[config.mk]
export PLATFORM = sky130hd
export DESIGN_NAME = rr_mux_pipe
export DESIGN_NICKNAME = d
export VERILOG_FILES = /design/src/rtl/rr_mux_pkg.sv /design/src/rtl/rr_arbiter.sv /design/src/rtl/rr_mux_pipe.sv
export SDC_FILE = /design/constraint.sdc
export NUM_CORES = 1
export LEC_CHECK = 0
export CAP_MARGIN = 20
export CORE_AREA = 4 4 439 441
export CTS_CLUSTER_DIAMETER = 150
export DETAILED_ROUTE_END_ITERATION = 16
export DIE_AREA = 0 0 443 445
export PLACE_DENSITY_LB_ADDON = 0.15
export SYNTH_ARGS = -nofsm -noshare
export SYNTH_HDL_FRONTEND = slang
export SYNTH_SLANG_ARGS = --single-unit
[constraint.sdc]
create_clock -name clk -period 11.4 [get_ports clk]
set_input_delay 2.28 -clock clk [delete_from_list [all_inputs] [get_ports clk]]
set_output_delay 2.28 -clock clk [all_outputs]
set_load 0.05 [all_outputs]
[src/rtl/rr_mux_pkg.sv]
// Shared types and helpers for the round-robin / fixed-select channel mux.
package rr_mux_pkg;

    typedef enum logic {
        MUX_FIXED = 1'b0,
        MUX_RR    = 1'b1
    } mux_mode_t;

    // Select-field width for an m-way mux; never narrower than one bit.
    function automatic int sel_width(input int m);
        return (m > 1) ? $clog2(m) : 1;
    endfunction

endpackage

[src/rtl/rr_arbiter.sv]
// Combinational rotate-priority encoder: the first requester after ptr wins,
// wrapping modulo M. ptr is expected to be below M.
module rr_arbiter
    import rr_mux_pkg::*;
#(
    parameter int M     = 32,
    parameter int SEL_W = $clog2(M)
) (
    input  logic [M-1:0]     req,
    input  logic [SEL_W-1:0] ptr,
    output logic [SEL_W-1:0] gnt_idx,
    output logic             gnt_valid
);

    int cand;

    // NOTE: every output of a combinational block gets a default first, so no path leaves it unassigned (latch).
    always_comb begin
        gnt_idx   = '0;
        gnt_valid = 1'b0;
        cand      = 0;
        for (int i = 1; i <= M; i++) begin
            cand = int'(ptr) + i;
            if (cand >= M) begin
                cand = cand - M;
            end
            if (!gnt_valid && req[cand]) begin
                gnt_valid = 1'b1;
                gnt_idx   = SEL_W'(cand);
            end
        end
    end

endmodule

[src/rtl/rr_mux_pipe.sv]
// M-way, N-bit channel selector with fixed or round-robin grant, valid/ready
// handshakes and a single registered output stage.
module rr_mux_pipe
    import rr_mux_pkg::*;
#(
    parameter int N     = 32,
    parameter int M     = 32,
    parameter int SEL_W = $clog2(M)
) (
    input  logic             clk,
    input  logic             rst,
    input  logic [M*N-1:0]   in_data,
    input  logic [M-1:0]     in_valid,
    output logic [M-1:0]     in_ready,
    input  logic             mode,
    input  logic [SEL_W-1:0] select,
    output logic [N-1:0]     out_data,
    output logic [SEL_W-1:0] out_channel,
    output logic             out_valid,
    input  logic             out_ready
);

    mux_mode_t        mode_e;
    logic [SEL_W-1:0] rr_ptr_q, rr_ptr_d;
    logic [SEL_W-1:0] rr_gnt_idx, gnt_idx;
    logic             rr_gnt_valid, fix_gnt_valid, sel_in_range, gnt_valid;
    logic             can_load, xfer;
    logic [N-1:0]     out_data_q, out_data_d;
    logic [SEL_W-1:0] out_channel_q, out_channel_d;
    logic             out_valid_q, out_valid_d;

    assign mode_e = mux_mode_t'(mode);

    rr_arbiter #(.M(M), .SEL_W(SEL_W)) u_arb (
        .req       (in_valid),
        .ptr       (rr_ptr_q),
        .gnt_idx   (rr_gnt_idx),
        .gnt_valid (rr_gnt_valid)
    );

    // Out-of-range selects (non-power-of-two M) never index in_valid.
    assign sel_in_range  = (int'(select) < M);
    assign fix_gnt_valid = sel_in_range && in_valid[sel_in_range ? select : '0];

    assign gnt_idx   = (mode_e == MUX_RR) ? rr_gnt_idx   : select;
    assign gnt_valid = (mode_e == MUX_RR) ? rr_gnt_valid : fix_gnt_valid;
    assign can_load  = !out_valid_q || out_ready;
    assign xfer      = can_load && gnt_valid && !rst;

    always_comb begin
        in_ready = '0;
        if (xfer) begin
            in_ready[gnt_idx] = 1'b1;
        end
    end

    always_comb begin
        out_data_d    = out_data_q;
        out_channel_d = out_channel_q;
        out_valid_d   = out_valid_q;
        rr_ptr_d      = rr_ptr_q;
        if (xfer) begin
            out_data_d    = in_data[int'(gnt_idx)*N +: N];
            out_channel_d = gnt_idx;
            out_valid_d   = 1'b1;
            if (mode_e == MUX_RR) begin
                rr_ptr_d = gnt_idx;
            end
        end else if (out_ready) begin
            out_valid_d = 1'b0;
        end
    end

    // NOTE: registers use non-blocking assignments so every flop samples pre-edge values.
    always_ff @(posedge clk or posedge rst) begin
        if (rst) begin
            out_data_q    <= '0;
            out_channel_q <= '0;
            out_valid_q   <= 1'b0;
            rr_ptr_q      <= SEL_W'(M - 1);
        end else begin
            out_data_q    <= out_data_d;
            out_channel_q <= out_channel_d;
            out_valid_q   <= out_valid_d;
            rr_ptr_q      <= rr_ptr_d;
        end
    end

    assign out_data    = out_data_q;
    assign out_channel = out_channel_q;
    assign out_valid   = out_valid_q;

endmodule

==> results.cfg <==
[logic_synthesis]
synth_area_um2 = 18250
netlist_instances = 2685
ys_top_cells_by_count = 760 x nand2_1, 318 x nand3_1, 244 x mux2i_1
yosys-top-cells-area = nand2_1 16%, mux2i_1 13%, mux4_2 12%
yosysMostFrequentCell = nand2_1
synth_top_area_cell = nand2_1
netlist.area_leader.share_pct = 15.63
seq_area_frac_synth_pct = 5.929
syn-num-nets = 3763
synthArstFlopShare_pct = 100.0
synth_edf_count = 0
synth.distinct_cells = 91
yosysWarningCount = 0
synth_seq_cells = 43
syn_area_per_cell_um2 = 6.798
yosys_most_used_dff = dfrtp_1

[cts]
ctsHoldBuffers = 0
postCtsSetupBuffers = 0
path_clk_slew_ps = 90
cts_made_buffers = 5
htreeDepth = 2
cts_tree = done
root_buffer = clkbuf_16
cts_resized = 0
clk_latency_ps = 350
clkSinkCount = 43
cts_buffer_depth = 2

[floorplanning]
start_util_pct = 9.649
coreArea_um2 = 189200
ios = 1135
fp.dieH_um = 445
rows = 160
dieArea_um2 = 197100
die_width_um = 443

[power]
swShare_pct = 66.35
p_comb_share_pct = 96.6
clkPwrFrac_pct = 1.2
power_leakage_nw = 12.36
p_switching_mw = 10.12
p_int_mw = 5.132
seqPwrFrac_pct = 2.2
ir_worst_vdd_mv = 0.4716
power_density_nw_per_um2 = 455.9

[final_layout]
final_layout_size_suffix_gt1_share_pct = 10.60
synthToLayoutAreaGrowth_pct = 83.29
num-fill-cells = 21619
num-nets-final = 4822

[placement]
gp_congestion = 0.9152
hpwl_mm = 181.3
numPortBuffers = 1134

[grt]
groute.usage.overall_pct = 20.57
grt.overflow.total = 0
antenna_found_initial = 96
grt_pass1_wl_mm = 272.8
grt_start_max_net_pins = 176
grt_pass1_vias = 26532

[routing]
drt_pass1_iterations = 5
wl_per_cell_um = 34.20
drt-vias-per-instance = 4.367
drcViolationCount = 0
route.vias.total = 27423
drt-total-wl_mm = 214.8
ant_nets = 0
drtIter0Drc = 2846

[worst_setup_path]
r2r_slack_ps = 2840
required_ps = 9120
critPathCaptureType = output port
arrival_ps = 7970
path_class = primary input to output port
timing.critical_path.cells = clkdlybuf4s50_1 -> mux4_2 -> mux4_2 -> mux2i_2 -> or4b_1 -> or3_1 -> or4_1 -> o21ai_1 -> nand3_1 -> a31oi_1 -> o211a_2 -> nand3_1 -> buf_4 -> nor2_1 -> buf_12
reg2reg_depth = 22
cpMaxStageDelayCell = mux4_2
r2r-start = rr_ptr_q[3]
crit_fanout = 8
worstSetupStartpointType = primary input
cpPeakStageDelay_ps = 650
timing.rr.end = out_data[13]

[sta]
final.setup.tns_ps = 0
post-route-min-period_ps = 10250
finalMaxSlewViolations = 0
fin_crit_sh_pct = 89.89
skew_ps = 25.57
rsz0062_at_grt = false
worst_pin_slew_ps = 1194
max_slew_margin_pct = 18.11
timing.fmax_mhz = 97.59
setup_viol = 0
hold_violations = 0
hold_slack_ps = 487.0

[outcome]
status = finished, final reports clean

[hold_path]
hold_path_end = out_channel[1]
hold_depth = 1
hold_start = out_channel[1]
min_path_type = flop to flop

[flow_run]
maxCapViolCount = 0
## area by class of cell
type | count | area [um2] | share of cell area (%)
multi-input cells | 2382 | 16150 | 48.28
repair buffers | 1290 | 12790 | 38.23
well taps | 2511 | 3142 | 9.390
flip-flops and latches | 43 | 1082 | 3.235
clock buffers | 5 | 125.1 | 0.3740
inverters | 22 | 83.83 | 0.2506
diodes | 24 | 60.06 | 0.1795
clock inverters | 3 | 20.02 | 0.05984
## power groups by stage
stage               combinational [mW]  clock [mW]  sequential, mW
finish                            14.7       0.182           0.330
global route                      15.6       0.196           0.340
global placement                  15.0           0           0.336
CTS                               14.9       0.196           0.332
detailed placement                14.9           0           0.334
floorplan                         7.78           0           0.531
## worst max-delay path: cells and delay by family
kind	cells	cell delay [ps]
AOI/OAI and AO/OA	3	1000
and+or+nand+nor	6	2140
muxes	3	1540
buffers and inverters	3	980
## layout by cell type, fill, tap and decap left out, drive strengths merged, types with 13 or more instances in the layout
| master | instances |
|---|---|
| mux2i | 245 |
| mux2 | 37 |
| o22a | 13 |
| nand2 | 761 |
| o211ai | 30 |
| nand4 | 29 |
| ha | 13 |
| o32a | 31 |
| a31oi | 15 |
| o32ai | 13 |
| xnor2 | 23 |
| o21ai | 66 |
| a22oi | 33 |
| inv | 19 |
| nor3 | 29 |
| and3 | 87 |
| buf | 188 |
| a311o | 57 |
| diode | 24 |
| nand2b | 27 |
| a211oi | 16 |
| and2 | 14 |
| clkdlybuf4s50 | 1102 |
| o2111a | 16 |
| o22ai | 27 |
| nor2 | 123 |
| mux4 | 101 |
| nand3 | 319 |
| a21oi | 88 |
| dfrtp | 38 |
## per-layer routing
metal	part of all wire, %	routed length, um	vias to the layer above	GRT usage (%)
met1	40	86650	13716	25.37
met5	0.12	267	-	0
met4	2.7	5831	40	5.141
met2	50	107700	1363	36.59
li1	-	-	12135	-
met3	6.7	14350	169	3.943
## sequential cells by signal, summed over array words and instances (netlist names)
name / count
out_channel: 5
out_valid: 1
rr_ptr_q: 5
out_data: 32
## per-stage QoR
| step | instances | power, mW | setup WS (ps) | utilization [%] | instance area, um2 |
|---|---|---|---|---|---|
| 2_1_floorplan | 2685 | 8.315 | 2013 | - | 18250 |
| 3_3_place_gp | 6248 | 15.34 | 1225 | 17.58 | 33250 |
| 3_5_place_dp | 6248 | 15.23 | 1177 | 17.58 | 33250 |
| 4_1_cts | 6256 | 15.46 | 1157 | 17.65 | 33400 |
| 5_1_grt | 6270 | 16.13 | 889.4 | 17.67 | 33430 |
| 6_report | 6280 | 15.25 | 1153 | 17.69 | 33460 |
## logic make-up (layout without fill, tap and decap cells)
| group | after synthesis | in the layout | synth area share, % |
|---|---|---|---|
| AOI/OAI and AO/OA | 515 | 515 | 21.53 |
| xor gates and xnor gates | 28 | 28 | 1.385 |
| adders and majority gates | 13 | 13 | 0.8911 |
| buffers and inverters | 260 | 1320 | 6.429 |
| DFF | 43 | 43 | 5.929 |
| muxes | 383 | 383 | 28.20 |
| other | 0 | 24 | 0 |
| and+or+nand+nor | 1443 | 1443 | 35.64 |
## worst max path at each step
stage / depth (start not counted) / slack (ps) / start / endpoint
final: 15 / 1150 / in_valid[8] / in_ready[0]
after global routing: 15 / 890 / in_valid[8] / in_ready[0]
after CTS: 15 / 1160 / in_valid[16] / in_ready[0]
after detailed placement: 15 / 1180 / in_valid[8] / in_ready[0]
after global placement: 15 / 1230 / in_valid[2] / in_ready[0]
after floorplan: 24 / 2010 / rr_ptr_q[1] / in_ready[16]
Note: power is estimated with default switching activity, not from simulation.
